--- src/rtl/regfile_sb.sv ---
// regfile_sb: integer register file for the pipelined RV32/RV64 core.
// One clocked write port, two combinational read ports, register 0 tied
// to zero, and a per-register busy scoreboard (set at issue, cleared at
// writeback) used by decode for RAW hazard detection.
// Optional feature: define REGFILE_BYPASS_EN for same-cycle write-to-read
// forwarding on both read ports.

// One architectural register (r != 0) plus its busy bit.
module regfile_sb_entry #(
  parameter int XLEN = 32
) (
  input  logic            clk,
  input  logic            rst_n,
  input  logic            i_set,
  input  logic            i_clr,
  input  logic [XLEN-1:0] i_wdata,
  output logic [XLEN-1:0] o_data,
  output logic            o_busy,
  output logic            o_busy_nxt
);
  logic [XLEN-1:0] r_data;
  logic            r_busy;

  // Next busy: a new producer issued on the writeback edge keeps it busy.
  always_comb begin
    o_busy_nxt = r_busy;
    if (i_set)      o_busy_nxt = 1'b1;
    else if (i_clr) o_busy_nxt = 1'b0;
  end

  // Data and busy state; the write always lands, even if re-issued.
  always_ff @(posedge clk or negedge rst_n) begin
    if (!rst_n) begin
      r_data <= '0;
      r_busy <= 1'b0;
    end else begin
      if (i_clr) r_data <= i_wdata;
      r_busy <= o_busy_nxt;
    end
  end

  assign o_data = r_data;
  assign o_busy = r_busy;
endmodule

module regfile_sb #(
  parameter int XLEN  = 32,
  parameter int NREGS = 32,
  parameter int AW    = $clog2(NREGS)
) (
  input  logic            clk,
  input  logic            rst_n,
  input  logic [AW-1:0]   rd_addr_a,
  input  logic [AW-1:0]   rd_addr_b,
  output logic [XLEN-1:0] rd_data_a,
  output logic [XLEN-1:0] rd_data_b,
  output logic            busy_a,
  output logic            busy_b,
  input  logic            wr_en,
  input  logic [AW-1:0]   wr_addr,
  input  logic [XLEN-1:0] wr_data,
  input  logic            iss_en,
  input  logic [AW-1:0]   iss_addr,
  output logic [AW:0]     busy_cnt
);
  logic [NREGS-1:0][XLEN-1:0] w_rf;
  logic [NREGS-1:0]           w_busy;
  logic [NREGS-1:0]           w_busy_nxt;
  logic [AW:0]                w_cnt_nxt;
  logic [AW:0]                r_busy_cnt;

  // Register 0 is hardwired: never stored, never busy.
  assign w_rf[0]       = '0;
  assign w_busy[0]     = 1'b0;
  assign w_busy_nxt[0] = 1'b0;

  for (genvar r = 1; r < NREGS; r++) begin : g_reg
    regfile_sb_entry #(.XLEN(XLEN)) u_entry (
      .clk        (clk),
      .rst_n      (rst_n),
      .i_set      (iss_en && (iss_addr == AW'(r))),
      .i_clr      (wr_en && (wr_addr == AW'(r))),
      .i_wdata    (wr_data),
      .o_data     (w_rf[r]),
      .o_busy     (w_busy[r]),
      .o_busy_nxt (w_busy_nxt[r])
    );
  end

  // Population count of the next busy vector so the count tracks the bits.
  always_comb begin
    w_cnt_nxt = '0;
    for (int i = 0; i < NREGS; i++)
      w_cnt_nxt = w_cnt_nxt + {{AW{1'b0}}, w_busy_nxt[i]};
  end

  // Registered busy count, updated on the same edge as the busy bits.
  always_ff @(posedge clk or negedge rst_n) begin
    if (!rst_n) r_busy_cnt <= '0;
    else        r_busy_cnt <= w_cnt_nxt;
  end

  assign busy_cnt = r_busy_cnt;

  // Read port A; with bypass, a matching writeback is forwarded and busy
  // reflects only a producer issued on this same edge.
  always_comb begin
    rd_data_a = w_rf[rd_addr_a];
    busy_a    = w_busy[rd_addr_a];
`ifdef REGFILE_BYPASS_EN
    if (wr_en && (wr_addr != '0) && (wr_addr == rd_addr_a)) begin
      rd_data_a = wr_data;
      busy_a    = iss_en && (iss_addr == rd_addr_a);
    end
`endif
  end

  // Read port B, identical to port A.
  always_comb begin
    rd_data_b = w_rf[rd_addr_b];
    busy_b    = w_busy[rd_addr_b];
`ifdef REGFILE_BYPASS_EN
    if (wr_en && (wr_addr != '0) && (wr_addr == rd_addr_b)) begin
      rd_data_b = wr_data;
      busy_b    = iss_en && (iss_addr == rd_addr_b);
    end
`endif
  end
endmodule

--- config.mk ---
export PLATFORM = sky130hd
export DESIGN_NAME = regfile_sb
export DESIGN_NICKNAME = d
export VERILOG_FILES = /design/src/rtl/regfile_sb.sv
export SDC_FILE = /design/constraint.sdc
export NUM_CORES = 2
export LEC_CHECK = 0
export BUFFER_PORTS_ARGS = -buffer_cell sky130_fd_sc_hd__buf_2
export CAP_MARGIN = 15
export CORE_MARGIN = 4
export CORE_UTILIZATION = 36
export CTS_BUF_LIST = sky130_fd_sc_hd__clkbuf_16
export DETAILED_ROUTE_END_ITERATION = 12
export GPL_ROUTABILITY_DRIVEN = 0
export SETUP_SLACK_MARGIN = 0.05
export SYNTH_ARGS = -nofsm -noshare
export SYNTH_HDL_FRONTEND = slang
export SYNTH_SLANG_ARGS = --single-unit
--- constraint.sdc ---
create_clock -name clk -period 11.5 [get_ports clk]
set_clock_uncertainty 0.2 [all_clocks]
set_input_delay 1.15 -clock clk [delete_from_list [all_inputs] [get_ports clk]]
set_output_delay 1.15 -clock clk [all_outputs]
set_load 0.02 [all_outputs]
Yosys cells after proc, flatten, opt, wreduce, memory -nomap -nowiden
Cells that the tools add are included.

storage, ports and cells
  output and inout bits = 72
  bits of input ports = 56
  logic and storage cells = 289
  register bits = 1029

cells by class
  add/sub/neg operators = 30
  mux-type cells = 70
  equal/unequal tests = 62
  reduce and logical (&&, ||, !) cells = 62
  $lt $le $gt $ge = 2

operators with widths
  operator                                                                      count
  32-bit binary-select mux with 5-bit select                                    2
  5-bit == test, second input constant                                          32
  6-bit by 1-bit adder with 6-bit output                                        25
  5-bit by 4-bit == test with 1-bit output, second input constant               16
  1-bit two-way mux                                                             64
  32-bit two-way mux                                                            2
  1-bit logical AND                                                             62
  5-bit by 3-bit == test with 1-bit output, second input constant               8
  5-bit by 2-bit == test with 1-bit output, second input constant               4
  5-bit by 6-bit less-than comparator with 1-bit output, second input constant  2
  1-bit binary-select mux with 5-bit select                                     2
  5-bit by 1-bit == test with 1-bit output, second input constant               2
  5-bit by 1-bit adder with 6-bit output                                        1
  4-bit by 1-bit adder with 5-bit output                                        1
  3-bit by 1-bit adder with 4-bit output                                        1
  2-bit by 1-bit adder with 3-bit output                                        1
  1-bit by 1-bit adder with 2-bit output                                        1

Longest topological paths before layout
  word-level depth = 34
  mapped depth = 23
  gate-level depth less buffers = 20

Modules after synthesis
Synthesis repeated with hierarchy kept, for this count alone.

unflattened totals
  cells, all modules = 3810
  area total of the unflattened synthesis = 60732.0 um^2

by module, submodules not included
  module            cells each  instances  seq. area each (um^2)  area an instance (um^2)
  regfile_sb_entry  71          31         825.8                  1377.6
  regfile_sb        1609        1          150.1                  18027.3

Worst setup path before layout
Ideal clock, no wire load.

  path type = in2reg
  from = input iss_addr[3]
  to = register r_busy_cnt[4], in the netlist busy_cnt[4]
  required time = 11.220 ns
  data arrival time = 6.399 ns
  buffers on the path = 3
  slack = 4.821 ns
  stages = 21
  setup time = 0.080 ns
  path through = clkbuf_1 > nor2b_1 > clkbuf_1 > nor2b_1 > clkbuf_1 > a22oi_1 > fa_1 > fa_1 > fa_1 > inv_1 > fa_1 > fa_1 > inv_1 > fa_1 > fa_1 > inv_1 > fa_1 > nand2_1 > nand2_1 > a21oi_1 > xnor2_1

between the ends
  cells in the longest elaborated chain, start to end = 33
  elaborated cells on any way between the ends = 123
  those cells by class = add/sub (30); eq/ne (31); mux (31); reduce/logical (31)

RTL lines
  what                                                                                                  line  RTL
  start, declared                                                                                       63    input logic [AW-1:0] iss_addr,
  5-bit by 1-bit == test with 1-bit output or 5-bit by 2-bit == test with 1-bit output (tied branches)  81    .i_set (iss_en && (iss_addr == AW'(r))),
  1-bit logical AND                                                                                     81
  1-bit two-way mux                                                                                     27    if (i_set) o_busy_nxt = 1'b1;
  1-bit by 1-bit adder with 2-bit output                                                                94    w_cnt_nxt = w_cnt_nxt + {{AW{1'b0}}, w_busy_nxt[i]};
  2-bit by 1-bit adder with 3-bit output                                                                94
  3-bit by 1-bit adder with 4-bit output                                                                94
  4-bit by 1-bit adder with 5-bit output                                                                94
  5-bit by 1-bit adder with 6-bit output                                                                94
  6-bit by 1-bit adder with 6-bit output (24 in a row)                                                  94
  6-bit by 1-bit adder with 6-bit output *                                                              94
  named net w_cnt_nxt[4]                                                                                69    logic [AW:0] w_cnt_nxt;
  end signal, assigned                                                                                  100   else r_busy_cnt <= w_cnt_nxt;
  end, declared                                                                                         70    logic [AW:0] r_busy_cnt;

The timed path passes the listed nets; every way through them passes the cells marked *.
A chain may end at the register's enable or synchronous reset.

Worst setup path in the final report
  from = input wr_en
  to = register r_busy_cnt[4], in the netlist busy_cnt[4]

between the ends
  cells in the longest elaborated chain, start to end = 33
  elaborated cells on any way between the ends = 123
  those cells by class = add/sub (30); mux (62); reduce/logical (31)

RTL lines
  what                                                  line  RTL
  start, declared                                       59    input logic wr_en,
  1-bit logical AND                                     82    .i_clr (wr_en && (wr_addr == AW'(r))),
  1-bit two-way mux                                     28    else if (i_clr) o_busy_nxt = 1'b0;
  1-bit two-way mux                                     27
  1-bit by 1-bit adder with 2-bit output                94
  2-bit by 1-bit adder with 3-bit output                94
  3-bit by 1-bit adder with 4-bit output                94
  4-bit by 1-bit adder with 5-bit output                94
  5-bit by 1-bit adder with 6-bit output                94
  6-bit by 1-bit adder with 6-bit output (24 in a row)  94
  6-bit by 1-bit adder with 6-bit output *              94
  named net w_cnt_nxt[4]                                69

Marks and branches as above.

==> results.cfg <==
[status]
outcome = finished clean

[clock_network]
cts_tree = yes
hold_fix_buffers_at_cts = 0
sinks_on_clock_net = 1029
clkLatencyLatePin_ns = 0.72
cts_max_path_buffers = 3
cts.clk_slew.worst_paths_ns = 0.06
cts.repair.resized = 0
cts_inserted_buffers = 110
h-tree-depth = 3
postCtsSetupRepairBufs = 0
root_buffer = clkbuf_16

[critical_path]
cpPeakStageDelay_ns = 0.70
timing.critical_path.buf_inv = 4
crit_path_start_kind = input pin
crit_path_max_fanout = 34
critical-path-top-delay-family = adder cells
worst_path_most_repeated_cell = fa_1
cpMaxStageDelayCell = nor3_1
worst-endpoint-required_ns = 11.95
path_cells = buf_2 > nand2_1 > nor3_1 > nand2_4 > a22oi_1 > fa_1 > inv_1 > fa_1 > fa_1 > fa_1 > fa_1 > inv_1 > fa_1 > fa_1 > inv_1 > fa_1 > nand2_1 > nand2_1 > a21oi_1 > xnor2_1
criticalPathCategory = in2reg
crit_path_end_kind = register
worstPathArrival_ns = 7.40

[timing]
rsz_0062_raised_after_global_routing = false
worstMarginPinSlew_ns = 1.17
period_minus_slack_ns = 6.95
setup_viol = 0
worst_slew_margin_rel_pct = 22.0
timing.final.max_slew_violations = 0
finalCritPeriodShare_pct = 60.5
clock.fmax_mhz = 144
hold_viol = 0
worst_hold_slack_ns = 0.307
timing.setup.tns_ns = 0

[final_layout]
layout.cells.most_common_list = dfrtp_1 (1,029), mux2_2 (1,013), mux4_2 (396)
final_common_cell = dfrtp_1
layout-drive-gt1-share_pct = 47.5
flow.area_growth_from_synthesis_pct = 10.7
design.final.nets = 3848

[job]
max_cap_violations = 0

[power]
power_density_nw_per_um2 = 193
p_leak_nw = 26.9
ir_drop_mv = 0.334
total_power_w = 0.0120

[route]
drt_wl_cell_um = 29.9
detailedRoute.firstIterationViolations = 2840
vias_per_cell = 6.04
post-route-drc-count = 0
num_vias = 35700
drt-total-wl_um = 177000
detailedRoute.firstPassIterationCount = 7
drtAntennaViolNets = 0

[die]
initial_core_util_pct = 36.3
io-pin-count = 128
std_cell_rows = 144
coreArea_um2 = 154000
fp.dieArea_um2 = 162000
floorplan.die.width_um = 403
die_height_um = 403

[synth]
ys_warn_count = 0
synth-seq-area-share_pct = 45.9
syn_area_per_cell_um2 = 14.5
syn_area_um2 = 56100
post_synth_inst_count = 3856
synth.net_count = 3942
synthDistinctLibCells = 43
synthesis_stage_register_bit_count = 1029

[grt]
grt_antenna_before_repair = 22
grt.overflow.total = 0
largest_net_degree_at_the_start_of_global_routing = 159
first_global_vias = 37000
global_route.usage.total_pct = 21.6
grt_first_pass_wirelength_um = 261000

[placement]
buffer_ports.inserted = 127
dpl.hpwl_um = 101000

[min_path]
worstHoldPathType = reg2reg
==> routing by layer <==
layer | global-route usage, % | vias to the layer above | part of all wire [%]
li1 | - | 14700 | -
met1 | 29.9 | 19500 | 43
met2 | 34.0 | 1177 | 46
met3 | 4.96 | 307 | 7.5
met4 | 6.74 | 14 | 3.0
met5 | 0 | - | 0.053
==> where the power goes <==
part	leakage, nW	total (W)	switching, W	internal, W
registers	13.1	0.00487	0.000502	0.00437
clock network	1.92	0.00374	0.00154	0.00220
logic	11.9	0.00335	0.00155	0.00180
==> stage by stage <==
| step | util, % | worst slack (ns) | instance area (um2) | std cells |
|---|---|---|---|---|
| after floorplan | - | 4.82 | 56100 | 3856 |
| after global placement | 37.8 | 3.87 | 58300 | 5693 |
| after detailed placement | 37.8 | 3.80 | 58300 | 5693 |
| after CTS | 40.2 | 4.59 | 62100 | 5900 |
| after global routing | 40.2 | 4.24 | 62100 | 5901 |
| final | 40.2 | 4.55 | 62100 | 5912 |
==> sequential cells by signal, summed over array words and instances, names as in the netlist <==
name / count
g.u_entry.o_data: 992
busy_cnt: 6
g.u_entry.o_busy: 31
==> cells in the mapped netlist (all sizes together) <==
cell type  number  area share (%)
inv            36            0.24
nor3            7           0.062
nand3           1          0.0089
a21boi          1           0.013
and2           69            0.77
nor2           27            0.21
a211oi         66            0.88
nor4            1           0.022
a21oi           1          0.0089
nor3b           1           0.013
o21a            1           0.013
a32oi           4           0.062
ha              7            0.16
nand2          34            0.23
mux4          396              16
o31ai          69            0.92
nand4           2           0.022
buf           214             2.1
o22ai          69            0.77
nand2b         10            0.11
o21ai          74            0.66
mux2         1058              21
a22oi          17            0.23
xnor2           1           0.016
nand4b          1           0.016
mux2i         198             3.5
clkbuf        201             1.3
dfrtp        1029              46
or3             1           0.011
nor2b          14            0.16
fa             23            0.82
a22o          216             3.4
or2             2           0.022
xor2            1           0.016
a32o            4           0.071
==> cells by family (layout without fill, tap and decap cells) <==
kind of cell / Yosys count / after routing / synth area share [%]
AOI/OAI and AO/OA: 522 / 522 / 7.01
DFF: 1029 / 1029 / 45.9
muxes: 1652 / 1652 / 40.7
other: 0 / 11 / 0
and+or+nand+nor: 170 / 170 / 1.66
buffers and inverters: 451 / 452 / 3.72
xor gates and xnor gates: 2 / 2 / 0.0312
adders and majority gates: 30 / 30 / 0.977
==> area by class of cell <==
class,instances,area [um2]
diodes,11,27.5
clock buffers,113,2830
clock inverters,94,931
fillers,14200,92300
inverters,36,135
multi-input cells,2376,28500
flip-flops and latches,1029,25700
well taps,2044,2560
repair buffers,209,1400
==> worst paths after layout <==
path / from / end / slack (ns) / cells after the start
worst max-delay path: wr_en / busy_cnt[4]$_DFF_PN0_ / 4.55 / 20
worst min-delay path: g_reg[28].u_entry.o_data[11]$_DFFE_PN0P_ / g_reg[28].u_entry.o_data[11]$_DFFE_PN0P_ / 0.31 / 1
worst max register to register: g_reg[18].u_entry.o_busy$_DFF_PN0_ / busy_cnt[4]$_DFF_PN0_ / 6.30 / 17
worst min register to register: g_reg[28].u_entry.o_data[11]$_DFFE_PN0P_ / g_reg[28].u_entry.o_data[11]$_DFFE_PN0P_ / 0.31 / 1
max in group asynchronous: rst_n / g_reg[5].u_entry.o_data[31]$_DFFE_PN0P_ / 8.34 / 3
min in group asynchronous: rst_n / g_reg[8].u_entry.o_data[21]$_DFFE_PN0P_ / 0.33 / 1
Note: power is estimated with default switching activity, not from simulation.
